$ cat src/rtl/pe_link_arbiter_if.sv
// Link-side bundle for pe_link_arbiter: the two flit sources, router handshake and output register.
// The slave modport is the arbiter; the master modport is the PE/router side that drives it.
package my_pkg;
   parameter int PACKET_LENGTH = 16;
endpackage

interface pe_link_arbiter_if #(parameter int PKT_W = my_pkg::PACKET_LENGTH);
   logic             req_vld;
   logic [PKT_W-1:0] req_pkt;
   logic             req_pop;
   logic             rsp_vld;
   logic [PKT_W-1:0] rsp_pkt;
   logic             rsp_pop;
   logic             hold;
   logic             read;
   logic             vld_out;
   logic [PKT_W-1:0] dout;
   logic             last_src;

   modport master (
      output req_vld, req_pkt, rsp_vld, rsp_pkt, hold, read,
      input  req_pop, rsp_pop, vld_out, dout, last_src
   );

   modport slave (
      input  req_vld, req_pkt, rsp_vld, rsp_pkt, hold, read,
      output req_pop, rsp_pop, vld_out, dout, last_src
   );
endinterface

$ cat src/rtl/pe_link_arbiter.sv
// Response-priority arbiter for the PE router output link, with a bounded response burst
// so a waiting request always gets a slot, and a registered output stage.
//
// state     | meaning
// RESP_FAV  | responses win; burst_cnt counts rsp grants taken while a request waits
// REQ_FORCE | burst limit reached; the waiting request wins the next grant
module pe_link_arbiter #(
   parameter int PKT_W          = my_pkg::PACKET_LENGTH,
   parameter int MAX_RESP_BURST = 4,
   parameter int CNT_W          = 16
) (
   input  logic             clk,
   input  logic             arst_n,
   pe_link_arbiter_if.slave lnk,
   output logic             busy,
   output logic [CNT_W-1:0] req_grants,
   output logic [CNT_W-1:0] rsp_grants
);

   typedef enum logic {
      RESP_FAV  = 1'b0,
      REQ_FORCE = 1'b1
   } state_t;

   localparam logic [3:0] MAX_B = 4'(MAX_RESP_BURST);

   state_t     state;
   logic [3:0] burst_cnt;
   logic       can_load;
   logic       grant_req;
   logic       grant_rsp;

   assign can_load = !lnk.hold && (!lnk.vld_out || lnk.read);

   always_comb begin
      grant_req = 1'b0;
      grant_rsp = 1'b0;
      if (can_load) begin
         if (state == RESP_FAV) begin
            grant_rsp = lnk.rsp_vld;
            grant_req = !lnk.rsp_vld && lnk.req_vld;
         end else begin
            grant_req = lnk.req_vld;
            grant_rsp = !lnk.req_vld && lnk.rsp_vld;
         end
      end
   end

   assign lnk.req_pop = grant_req;
   assign lnk.rsp_pop = grant_rsp;
   assign busy        = lnk.vld_out | lnk.req_vld | lnk.rsp_vld;

   always_ff @(posedge clk or negedge arst_n) begin
      if (!arst_n) begin
         state        <= RESP_FAV;
         burst_cnt    <= '0;
         lnk.vld_out  <= 1'b0;
         lnk.dout     <= '0;
         lnk.last_src <= 1'b0;
         req_grants   <= '0;
         rsp_grants   <= '0;
      end else begin
         if (can_load) begin
            case (state)
               RESP_FAV: begin
                  if (grant_req) begin
                     burst_cnt <= '0;
                  end else if (grant_rsp && lnk.req_vld) begin
                     burst_cnt <= burst_cnt + 4'd1;
                     if (burst_cnt + 4'd1 == MAX_B)
                        state <= REQ_FORCE;
                  end
               end
               REQ_FORCE: begin
                  // A rsp grant here means the request withdrew; either way the burst is over.
                  if (grant_req || grant_rsp) begin
                     burst_cnt <= '0;
                     state     <= RESP_FAV;
                  end
               end
               default: state <= RESP_FAV;
            endcase
         end

         if (grant_req || grant_rsp) begin
            lnk.vld_out  <= 1'b1;
            lnk.dout     <= grant_rsp ? lnk.rsp_pkt : lnk.req_pkt;
            lnk.last_src <= grant_rsp;
         end else if (lnk.read) begin
            lnk.vld_out <= 1'b0;
         end

         if (grant_req && req_grants != {CNT_W{1'b1}})
            req_grants <= req_grants + 1'b1;
         if (grant_rsp && rsp_grants != {CNT_W{1'b1}})
            rsp_grants <= rsp_grants + 1'b1;
      end
   end

endmodule

$ cat src/flat_wrapper.sv
// flat-port wrapper written by rule: the top's interface ports become plain ports
module pe_link_arbiter_flat 
#(
   parameter int PKT_W          = my_pkg::PACKET_LENGTH,
   parameter int MAX_RESP_BURST = 4,
   parameter int CNT_W          = 16
)
  (clk, arst_n, busy, req_grants, rsp_grants, lnk_req_vld, lnk_req_pkt, lnk_rsp_vld, lnk_rsp_pkt, lnk_hold, lnk_read, lnk_req_pop, lnk_rsp_pop, lnk_vld_out, lnk_dout, lnk_last_src);
  pe_link_arbiter_if #(.PKT_W(PKT_W)) lnk_i ();
  input  logic clk;
  input  logic arst_n;
  output logic busy;
  output logic [CNT_W-1:0] req_grants;
  output logic [CNT_W-1:0] rsp_grants;
  input wire logic [$bits(lnk_i.req_vld)-1:0] lnk_req_vld;
  input wire logic [$bits(lnk_i.req_pkt)-1:0] lnk_req_pkt;
  input wire logic [$bits(lnk_i.rsp_vld)-1:0] lnk_rsp_vld;
  input wire logic [$bits(lnk_i.rsp_pkt)-1:0] lnk_rsp_pkt;
  input wire logic [$bits(lnk_i.hold)-1:0] lnk_hold;
  input wire logic [$bits(lnk_i.read)-1:0] lnk_read;
  output wire logic [$bits(lnk_i.req_pop)-1:0] lnk_req_pop;
  output wire logic [$bits(lnk_i.rsp_pop)-1:0] lnk_rsp_pop;
  output wire logic [$bits(lnk_i.vld_out)-1:0] lnk_vld_out;
  output wire logic [$bits(lnk_i.dout)-1:0] lnk_dout;
  output wire logic [$bits(lnk_i.last_src)-1:0] lnk_last_src;
  assign lnk_i.req_vld = lnk_req_vld;
  assign lnk_i.req_pkt = lnk_req_pkt;
  assign lnk_i.rsp_vld = lnk_rsp_vld;
  assign lnk_i.rsp_pkt = lnk_rsp_pkt;
  assign lnk_i.hold = lnk_hold;
  assign lnk_i.read = lnk_read;
  assign lnk_req_pop = lnk_i.req_pop;
  assign lnk_rsp_pop = lnk_i.rsp_pop;
  assign lnk_vld_out = lnk_i.vld_out;
  assign lnk_dout = lnk_i.dout;
  assign lnk_last_src = lnk_i.last_src;
  pe_link_arbiter #(.PKT_W(PKT_W), .MAX_RESP_BURST(MAX_RESP_BURST), .CNT_W(CNT_W)) u_core (.clk(clk), .arst_n(arst_n), .lnk(lnk_i), .busy(busy), .req_grants(req_grants), .rsp_grants(rsp_grants));
endmodule
$ cat config.mk
export PLATFORM = sky130hd
export DESIGN_NAME = pe_link_arbiter_flat
export DESIGN_NICKNAME = d
export VERILOG_FILES = /design/src/rtl/pe_link_arbiter_if.sv /design/src/rtl/pe_link_arbiter.sv /design/src/flat_wrapper.sv
export SDC_FILE = /design/constraint.sdc
export NUM_CORES = 1
export LEC_CHECK = 0
export ABC_AREA = 1
export CAP_MARGIN = 0
export CORE_MARGIN = 2
export CORE_UTILIZATION = 50
export CTS_CLUSTER_DIAMETER = 120
export DETAILED_ROUTE_END_ITERATION = 8
export DONT_BUFFER_PORTS = 1
export SYNTH_ARGS = -nofsm -noshare
export SYNTH_HDL_FRONTEND = slang
export SYNTH_SLANG_ARGS = --single-unit
$ cat constraint.sdc
create_clock -name clk -period 2.04 [get_ports clk]
set_clock_uncertainty 0.1 [all_clocks]
set_input_delay 0.408 -clock clk [delete_from_list [all_inputs] [get_ports clk]]
set_output_delay 0.408 -clock clk [all_outputs]
set_load 0.01 [all_outputs]
==> metrics.cfg, run 1 <==
[global_routing]
grt_pass1_wl_mm = 11.87
met3_usage_pct = 6.231
busiest_layer = met2
grtUsageMet1_pct = 27.07
antenna_found_initial = 0
grt_usage_pct = 20.75
grt_pass1_vias = 2509
overflow = 0
grtUsageMet2_pct = 34.53
grt_max_degree = 56

[cells_and_area]
final_common_cell = nand2_1
final_cells = 506
n_antenna_cell = 0
finish.net_count = 471
utilization_pct = 56.15
area_delta_synth_final_pct = 6.920
final_cell_area_mm2 = 0.003383
drive_above_1_share_pct = 13.23
final_cell_mix = 177 x nand2_1, 55 x dfrtp_1, 33 x nand3_1, 33 x nor2_1, 28 x inv_1

[logic_synthesis]
yosysWarnings = 0
syn_area_mm2 = 0.003164
netlist_top_cells_area = dfrtp_1 43%, nand2_1 21%, nand3_1 5.2%
syn_nets = 461
yosysTopAreaCell = dfrtp_1
netlist.area_leader.share_pct = 43.50
synthesis.instances = 420
synth_cell_types = 30
syn_area_per_cell_um2 = 7.534
ys_ff_latch = 55
synth_seq_area_share_pct = 43.50

[place]
portBuffers = 0
dp_hpwl_mm = 5.082
dp.cells = 494
gp_congestion = 0.8242
place_area_mm2 = 0.003237

[outcome]
outcome = completed

[clock_tree]
clkSinkCount = 55
cts_inserted_buffers = 5
root_buffer = clkbuf_8
clk_pin_slew_ns = 0.10
cts_tree = yes
worstSkewPairLatency_ns = 0.31
clk_path_buf_depth = 2
cts_max_level = 2

[timing]
hold_viol = 0
fin_crit_ns = 1.912
finalSetupTns_ns = 0
maxSlewViolCount = 0
finalSetupViolCount = 0
worst_slew_pin_slew_ns = 0.5818
rsz0062_at_grt = false
maxSlewHeadroom_pct = 61.17
post-route-period-util_pct = 93.71
fmax_mhz = 523.1

[worst_setup_path]
r2r_slack_ns = 0.22
path_max_fanout = 10
timing.rr.end = u_core.lnk.vld_out
worstSetupStartpoint = u_core.lnk.vld_out
cp.depth = 6
worstSetupStartpointType = flop
r2r-start = u_core.lnk.vld_out
critPathMaxStageDelay_ns = 0.44
path_cells = inv_2 > nor2_4 > nor2_2 > nand2_2 > clkinv_4 > buf_6
critPathArrivalTime_ns = 1.40
endpoint = lnk_rsp_pop
worstPathRequired_ns = 1.53
crit_path_end_kind = output pin
slowest_stage = dfrtp_1
rr_worst_depth = 7
cpLargestDelayFamily = flip-flops
critPathKind = reg2out
crit_buf_inv = 3

[pwr]
p_leak_uw = 0.001543
ir_drop_v = 0.0006359
p_per_area_mw_per_mm2 = 782.3

[route]
firstDrtPassIters = 4
wl_mm = 7.041
drc_errors = 0
drt-vias-per-instance = 5.198
drt_iter0_drc = 98
routedWlPerCell_um = 13.92
dr_total_vias = 2630
ant_nets = 0

[die]
rows = 28
core-area_mm2 = 0.006026
initial_core_util_pct = 52.51
die_y_um = 83.55
die-area_mm2 = 0.006981
die_w_um = 83.55
ioPinCount = 91

[worst_hold_path]
hold_depth = 1
hold_class = in2reg

[run]
drv_cap = 0

==> worst min-delay path by stage <==
stage	start	to	slack, ns
floorplan	arst_n	u_core.burst_cnt[0]	0.01
global placement	arst_n	u_core.req_grants[15]	0.01
detailed placement	arst_n	u_core.req_grants[15]	0.01
CTS	lnk_read	u_core.lnk.vld_out	0.08
global route	lnk_read	u_core.lnk.vld_out	0.07
finish	lnk_read	u_core.lnk.vld_out	0.1
==> metal layers <==
metal	vias to the layer above	share of wire, %	routed length [um]
met3	4	7.6	537
li1	1341	-	-
met4	0	0.53	37
met5	-	0	0
met1	1202	45	3172
met2	83	47	3294
==> synthesized netlist by cell type <==
master,n
nand2_1,177
dfrtp_1,55
nand3_1,33
nor2_1,33
inv_1,28
nand2_2,16
o21ai_0,12
nand4_1,10
xnor2_1,8
xor2_1,6
buf_6,5
nor2_2,5
nor2_4,4
buf_4,3
ha_1,3
inv_2,3
o21ai_2,3
a21oi_1,2
nand3_2,2
o21ai_4,2
a21boi_0,1
a21oi_2,1
buf_8,1
clkinv_2,1
nand3b_1,1
nand3b_2,1
nor2_8,1
nor3_1,1
o21ai_1,1
o22ai_1,1
==> logic make-up (layout without fill, tap and decap cells) <==
| logic type | Yosys count | after routing | synth area share (%) |
|---|---|---|---|
| compound gates | 23 | 23 | 4.943 |
| xor+xnor | 14 | 14 | 3.875 |
| fa+ha+maj | 3 | 3 | 1.186 |
| buf+inv | 41 | 52 | 6.801 |
| flops | 55 | 55 | 43.50 |
| simple gates | 284 | 284 | 39.70 |
==> through the flow <==
step                hold WS, ns  worst slack [ns]  power (uW)
floorplan               0.01241            0.4020        1891
global placement        0.01347            0.2491        2015
detailed placement      0.01363            0.2070        2032
CTS                     0.08034          0.009772        2676
global route            0.07345           0.02680        2826
finish                  0.09509            0.1284        2647
==> layout make-up <==
| class | instances | area [um2] |
|---|---|---|
| Tap cell | 75 | 93.84 |
| Sequential cell | 55 | 1376 |
| Inverter | 32 | 126.4 |
| Multi-Input combinational cell | 324 | 1573 |
| Clock buffer | 6 | 72.57 |
| Clock inverter | 2 | 12.51 |
| Fill cell | 596 | 2643 |
| Timing Repair Buffer | 12 | 128.9 |
==> timing repair <==
item	4_1_cts	5_1_grt
endpoints found under the setup margin	1	2
gates resized for setup	2	1
buffers inserted	0	2
endpoints found under the hold margin	55	0
pin swaps	0	0
hold buffers	2	0
==> where the power goes <==
part / switching, uW / internal, uW / total [uW]
Sequential: 266 / 1260 / 1520
Clock: 370 / 241 / 611
Combinational: 302 / 210 / 511
Total: 938 / 1710 / 2650
==> registers in the layout, summed over array words and instances, names as in the netlist <==
| signal | count |
|---|---|
| u_core.lnk.dout | 16 |
| u_core.req_grants | 16 |
| u_core.lnk.last_src | 1 |
| u_core.rsp_grants | 16 |
| u_core.burst_cnt | 4 |
| u_core.state | 1 |
| u_core.lnk.vld_out | 1 |
==> worst register-to-register path: stages, from the launching register on <==
cell and delay (ns):
dfrtp_1 0.43, inv_2 0.08, nor2_4 0.09, nor2_2 0.05
nand2_2 0.12, clkinv_2 0.28, nor2_8 0.39, o21ai_0 0.15
Note: power is estimated with default switching activity, not from simulation.
==> run 2: changes to the inputs <==
Settings changed: GPL_TIMING_DRIVEN set to 0.
==> run 2 against run 1 <==
Utilization grew 0.58 points. Via count is 1.7% higher. Die area is the same. Routed wire length down 0.28%. Final cell count rose by 0.20%. Setup slack worse by 0.040 ns. Largest cell class unchanged. Highest routed layer unchanged.
==> metrics.cfg, run 2 (synthesized netlist as in run 1, its figures left out) <==
[outcome]
outcome = completed

[clock_tree]
cts_tree = yes
cts_inserted_buffers = 5  ; unchanged
cts_max_level = 2  ; unchanged
clk_path_buf_depth = 2  ; unchanged
root_buffer = clkbuf_8
clk_pin_slew_ns = 0.11  ; about the same
worstSkewPairLatency_ns = 0.31  ; about the same
clkSinkCount = 55  ; unchanged

[cells_and_area]
drive_above_1_share_pct = 13.43  ; +0.20 points
final_cell_mix = 177 x nand2_1, 55 x dfrtp_1, 33 x nand3_1, 33 x nor2_1, 28 x inv_1
n_antenna_cell = 0  ; unchanged
area_delta_synth_final_pct = 8.027
finish.net_count = 472  ; +0.21%
final_common_cell = nand2_1
reg_top3 = u_core.lnk.dout x16, u_core.req_grants x16, u_core.rsp_grants x16

[route]
drc_errors = 0  ; unchanged
routedWlPerCell_um = 13.85  ; -0.48%
drt-vias-per-instance = 5.274  ; +1.5%
dr_total_vias = 2674  ; +1.7%
ant_nets = 0  ; unchanged
firstDrtPassIters = 4  ; unchanged
wl_mm = 7.021  ; -0.28%
drt_iter0_drc = 96  ; -2.0%

[timing]
fmax_mhz = 512.3  ; -2.1%
finalSetupTns_ns = 0  ; unchanged
worst_slew_pin_slew_ns = 0.3125  ; -0.2693 ns
rsz0062_at_grt = false
maxSlewViolCount = 0  ; unchanged
finalSetupViolCount = 0  ; unchanged
hold_viol = 0  ; unchanged
fin_crit_ns = 1.952  ; +0.04028 ns
post-route-period-util_pct = 95.68  ; +2.0 points
maxSlewHeadroom_pct = 79.16  ; +18 points

[worst_setup_path]
rr_worst_depth = 9  ; +2
cp.depth = 7  ; +1
timing.rr.end = u_core.rsp_grants[11]
path_cells = inv_2 > nor2_4 > nor2_2 > nand2_2 > inv_2 > buf_8 > buf_8
cpLargestDelayFamily = flip-flops
worstPathRequired_ns = 1.53  ; about the same
critPathMaxStageDelay_ns = 0.44  ; about the same
slowest_stage = dfrtp_1
r2r_slack_ns = 0.18  ; -0.04 ns
crit_path_end_kind = output pin
path_max_fanout = 10  ; unchanged
worstSetupStartpoint = u_core.lnk.vld_out
worstSetupStartpointType = flop
crit_buf_inv = 4  ; +1
r2r-start = u_core.rsp_grants[0]
critPathArrivalTime_ns = 1.44  ; +0.04 ns
endpoint = lnk_req_pop
critPathKind = reg2out

[worst_hold_path]
hold_class = in2reg
min_from = lnk_read

[die]
initial_core_util_pct = 52.51  ; unchanged
die-area_mm2 = 0.006981  ; unchanged
core-area_mm2 = 0.006026  ; unchanged
rows = 28  ; unchanged
die_w_um = 83.55  ; unchanged
die_y_um = 83.55  ; unchanged
ioPinCount = 91  ; unchanged

[pwr]
p_per_area_mw_per_mm2 = 773.0  ; -1.2%
p_leak_uw = 0.001556  ; +0.79%
finalPower_uw = 2642  ; -0.17%
ir_drop_v = 0.0003779  ; -41%

[global_routing]
grtUsageMet1_pct = 28.22  ; +1.1 points
overflow = 0  ; unchanged
met3_usage_pct = 5.836  ; -0.40 points
grt_usage_pct = 21.03  ; +0.28 points
grt_pass1_wl_mm = 12.08  ; +1.8%
busiest_layer = met2
antenna_found_initial = 0  ; unchanged
grtUsageMet2_pct = 34.24  ; -0.29 points
grt_pass1_vias = 2502  ; -0.28%
grt_max_degree = 56  ; unchanged

[place]
gp_congestion = 0.8195  ; -0.57%
portBuffers = 0  ; unchanged
dp_hpwl_mm = 5.166  ; +1.6%

[run]
drv_cap = 0  ; unchanged

run 2: worst reg2reg max path, cell delays in order (launching register included):
cell and delay, ns:
dfrtp_1 0.50, ha_1 0.29, nand3_2 0.11, inv_2 0.04, nand2_2 0.14, nor2_1 0.08
nor2_2 0.24, buf_6 0.19, nand2_1 0.05, nand2_1 0.06
run 2: cell type report:
class / instances / area [um2]
Buffer: 9 / 108.9
Clock buffer: 6 / 72.57
Clock inverter: 2 / 16.27
Fill cell: 598 / 2608
Inverter: 32 / 125.1
Multi-Input combinational cell: 324 / 1573
Sequential cell: 55 / 1376
Tap cell: 75 / 93.84
Timing Repair Buffer: 4 / 52.55
run 2: power by group:
part	total [uW]	switching [uW]	internal (uW)
combinational	474	271	203
sequential	1550	291	1260
clock	619	371	248
run 2: worst min path at each step:
stage                       endpoint  slack, ns  depth (start not counted)
6_report          u_core.lnk.vld_out       0.09                          1
5_1_grt           u_core.lnk.vld_out       0.07                          1
3_3_place_gp   u_core.req_grants[15]       0.01                          0
3_5_place_dp   u_core.req_grants[15]       0.01                          0
4_1_cts           u_core.lnk.vld_out       0.08                          1
2_1_floorplan    u_core.burst_cnt[0]       0.01                          0
run 2: per-layer routing:
metal  part of all wire, %  up-vias
met5                     0        -
met4                   1.2        0
met3                   7.6        8
met2                    45       89
met1                    46     1241
li1                      -     1336
run 2: per-stage QoR:
stage	hold slack [ns]	util [%]	cell area, um2	instances	worst slack [ns]
5_1_grt	0.07463	56.73	3418	507	0.01363
6_report	0.08752	56.73	3418	507	0.08812
3_3_place_gp	0.01346	54.07	3258	495	0.2098
2_1_floorplan	0.01241	-	3164	420	0.4020
3_5_place_dp	0.01351	54.07	3258	495	0.1907
4_1_cts	0.07772	56.60	3411	507	0.008361
run 2: what timing repair did:
action,4_1_cts,5_1_grt
hold buffers,2,0
setup buffers,2,0
endpoints found under the hold margin,55,0
gates resized for setup,3,3
endpoints found under the setup margin,1,1
pin swaps,1,0
==> run 3: changes to the inputs <==
Settings changed: CELL_PAD_IN_SITES_DETAIL_PLACEMENT set to 0, CELL_PAD_IN_SITES_GLOBAL_PLACEMENT set to 2, CORE_UTILIZATION 50 to 25, PLACE_DENSITY_LB_ADDON set to 0.1.
==> run 3 against run 2 <==
Via count fell by 1.6%. Flip-flop and latch count unchanged. Hold slack improved by 0.0068 ns. Combinational power is 3% higher. Sequential share of layout area is 2.6 points lower. Critical path depth shrank 1. Global-route usage down 7.4 points. Largest cell class unchanged.
==> metrics.cfg, run 3 (synthesized netlist as in run 1, its figures left out) <==
[outcome]
outcome = completed

[worst_setup_path]
worstPathRequired_ns = 1.53  ; about the same
crit_top_cell = nor2_4
path_cells = inv_2 > nor2_4 > nor2_4 > nand2_2 > inv_4 > buf_6
critPathMaxStageDelay_ns = 0.43  ; about the same
worstSetupStartpointType = flop
critPathArrivalTime_ns = 1.42  ; -0.02 ns
slowest_stage = dfrtp_1
critPathKind = reg2out
path_max_fanout = 10  ; unchanged
rr_worst_depth = 9  ; unchanged
crit_path_end_kind = output pin

[cells_and_area]
n_antenna_cell = 0  ; unchanged
final_cells = 606  ; +20%
fillers = 1399  ; +130%
area_delta_synth_final_pct = 15.38
reg_top3 = u_core.lnk.dout x16, u_core.req_grants x16, u_core.rsp_grants x16
final_cell_mix = 177 x nand2_1, 55 x dfrtp_1, 33 x nand3_1, 33 x nor2_1, 28 x inv_1
final_common_cell = nand2_1
finish.net_count = 475  ; +0.64%
drive_above_1_share_pct = 14.06  ; +0.63 points

[pwr]
p_sw_uw = 1017  ; +9.0%
finalPower_uw = 3060  ; +16%
p_int_uw = 2043  ; +20%
seq_power_share_pct = 50.8  ; -7.8 points
clkPwrFrac_pct = 33.3  ; +9.9 points
p_comb_share_pct = 15.9  ; -2.0 points
ir_drop_v = 0.0002965  ; -22%
switching_share_pct = 33.23  ; -2.1 points
p_per_area_mw_per_mm2 = 838.1  ; +8.4%
p_leak_uw = 0.001609  ; +3.4%

[place]
pre_cts_ws_ns = 0.1486  ; -0.04218 ns
gp_congestion = 0.7331  ; -11%
dp_hpwl_mm = 6.427  ; +24%
portBuffers = 0  ; unchanged
dp.cells = 592  ; +20%

[die]
core-area_mm2 = 0.01247  ; +110%
ioPinCount = 91  ; unchanged
die_y_um = 116.5  ; +39%
rows = 41  ; +46%
die_w_um = 116.5  ; +39%
initial_core_util_pct = 25.38  ; -27 points
die-area_mm2 = 0.01357  ; +94%

[global_routing]
met3_usage_pct = 4.307  ; -1.5 points
antenna_found_initial = 0  ; unchanged
grt_pass1_wl_mm = 13.92  ; +15%
grtUsageMet1_pct = 16.98  ; -11 points
overflow = 0  ; unchanged
grt_pass1_vias = 2535  ; +1.3%
busiest_layer = met2
grtUsageMet2_pct = 22.75  ; -11 points
grt_usage_pct = 13.62  ; -7.4 points
grt_max_degree = 56  ; unchanged

[route]
routedWlPerCell_um = 14.70  ; +6.2%
dr_total_vias = 2632  ; -1.6%
drt_iter0_drc = 72  ; -25%
drc_errors = 0  ; unchanged
wl_mm = 8.909  ; +27%
firstDrtPassIters = 4  ; unchanged
drt-vias-per-instance = 4.343  ; -18%
ant_nets = 0  ; unchanged

[clock_tree]
cts_inserted_buffers = 5  ; unchanged
root_buffer = clkbuf_16
clkSinkCount = 55  ; unchanged
clk_pin_slew_ns = 0.08  ; -0.03 ns
cts_tree = yes
cts_max_level = 2  ; unchanged
clk_path_buf_depth = 2  ; unchanged
worstSkewPairLatency_ns = 0.31  ; about the same

[timing]
maxSlewHeadroom_pct = 77.07  ; -2.1 points
finalSetupViolCount = 0  ; unchanged
fmax_mhz = 519.4  ; +1.4%
fin_crit_ns = 1.925  ; -0.02644 ns
finalSetupTns_ns = 0  ; unchanged
post-route-period-util_pct = 94.38  ; -1.3 points
setup_ws_ns = 0.1146  ; +0.02644 ns
worst_slew_pin_slew_ns = 0.3427  ; +0.03021 ns
timing.hold.ws_ns = 0.09433  ; +0.006810 ns
rsz0062_at_grt = false
maxSlewViolCount = 0  ; unchanged
hold_viol = 0  ; unchanged

[worst_hold_path]
hold_depth = 1  ; unchanged
hold_class = in2reg

[run]
drv_cap = 0  ; unchanged

run 3: layout make-up:
cell class / instances / area, um2 / share of cell area (%)
repair buffers: 7 / 75.07 / 2.056
clock buffers: 5 / 125.1 / 3.427
inverters: 32 / 125.1 / 3.427
flip-flops and latches: 55 / 1376 / 37.70
clock inverters: 2 / 37.54 / 1.028
well taps: 172 / 215.2 / 5.894
plain buffers: 9 / 118.9 / 3.256
multi-input cells: 324 / 1578 / 43.21
run 3: repair_timing:
item	in CTS	in global routing
gates resized for setup	5	4
hold endpoints to repair	55	0
cloned	0	0
setup buffers	1	4
endpoints found under the setup margin	1	2
pin swaps	1	0
hold buffers	2	0
run 3: path summary, 6_finish.rpt:
path                       slack (ns)                    end            startpoint
max                              0.11            lnk_rsp_pop    u_core.lnk.vld_out
min                              0.09     u_core.lnk.vld_out              lnk_read
min reg2reg                      0.41    u_core.burst_cnt[3]   u_core.burst_cnt[3]
min in group asynchronous        0.57  u_core.req_grants[10]                arst_n
max reg2reg                      0.18   u_core.rsp_grants[1]  u_core.rsp_grants[0]
max in group asynchronous        1.01    u_core.burst_cnt[1]                arst_n
run 3: stage by stage:
stage | util, % | cell area (um2)
floorplan | - | 3164
global placement | 27.11 | 3379
detailed placement | 27.11 | 3379
CTS | 28.93 | 3606
global route | 29.29 | 3651
finish | 29.29 | 3651
run 3: worst max-delay path: cells and delay by family, from the launching register on:
kind	cells	cell delay (ns)
AND/OR/NAND/NOR	3	0.25
flip-flops	1	0.43
buffers and inverters	3	0.42
run 3: per-layer routing:
layer / part of all wire, % / routed length [um]
met5: 0 / 0
met4: 1.2 / 106
met3: 5.5 / 487
met2: 50 / 4457
met1: 43 / 3858
run 3: power groups by stage:
stage | Sequential, uW | Clock [uW] | Combinational [uW]
final | 1550 | 1020 | 487
after global routing | 1590 | 1100 | 568
after CTS | 1570 | 1060 | 493
after detailed placement | 1580 | 0 | 452
after global placement | 1580 | 0 | 443
after floorplan | 1520 | 0 | 373
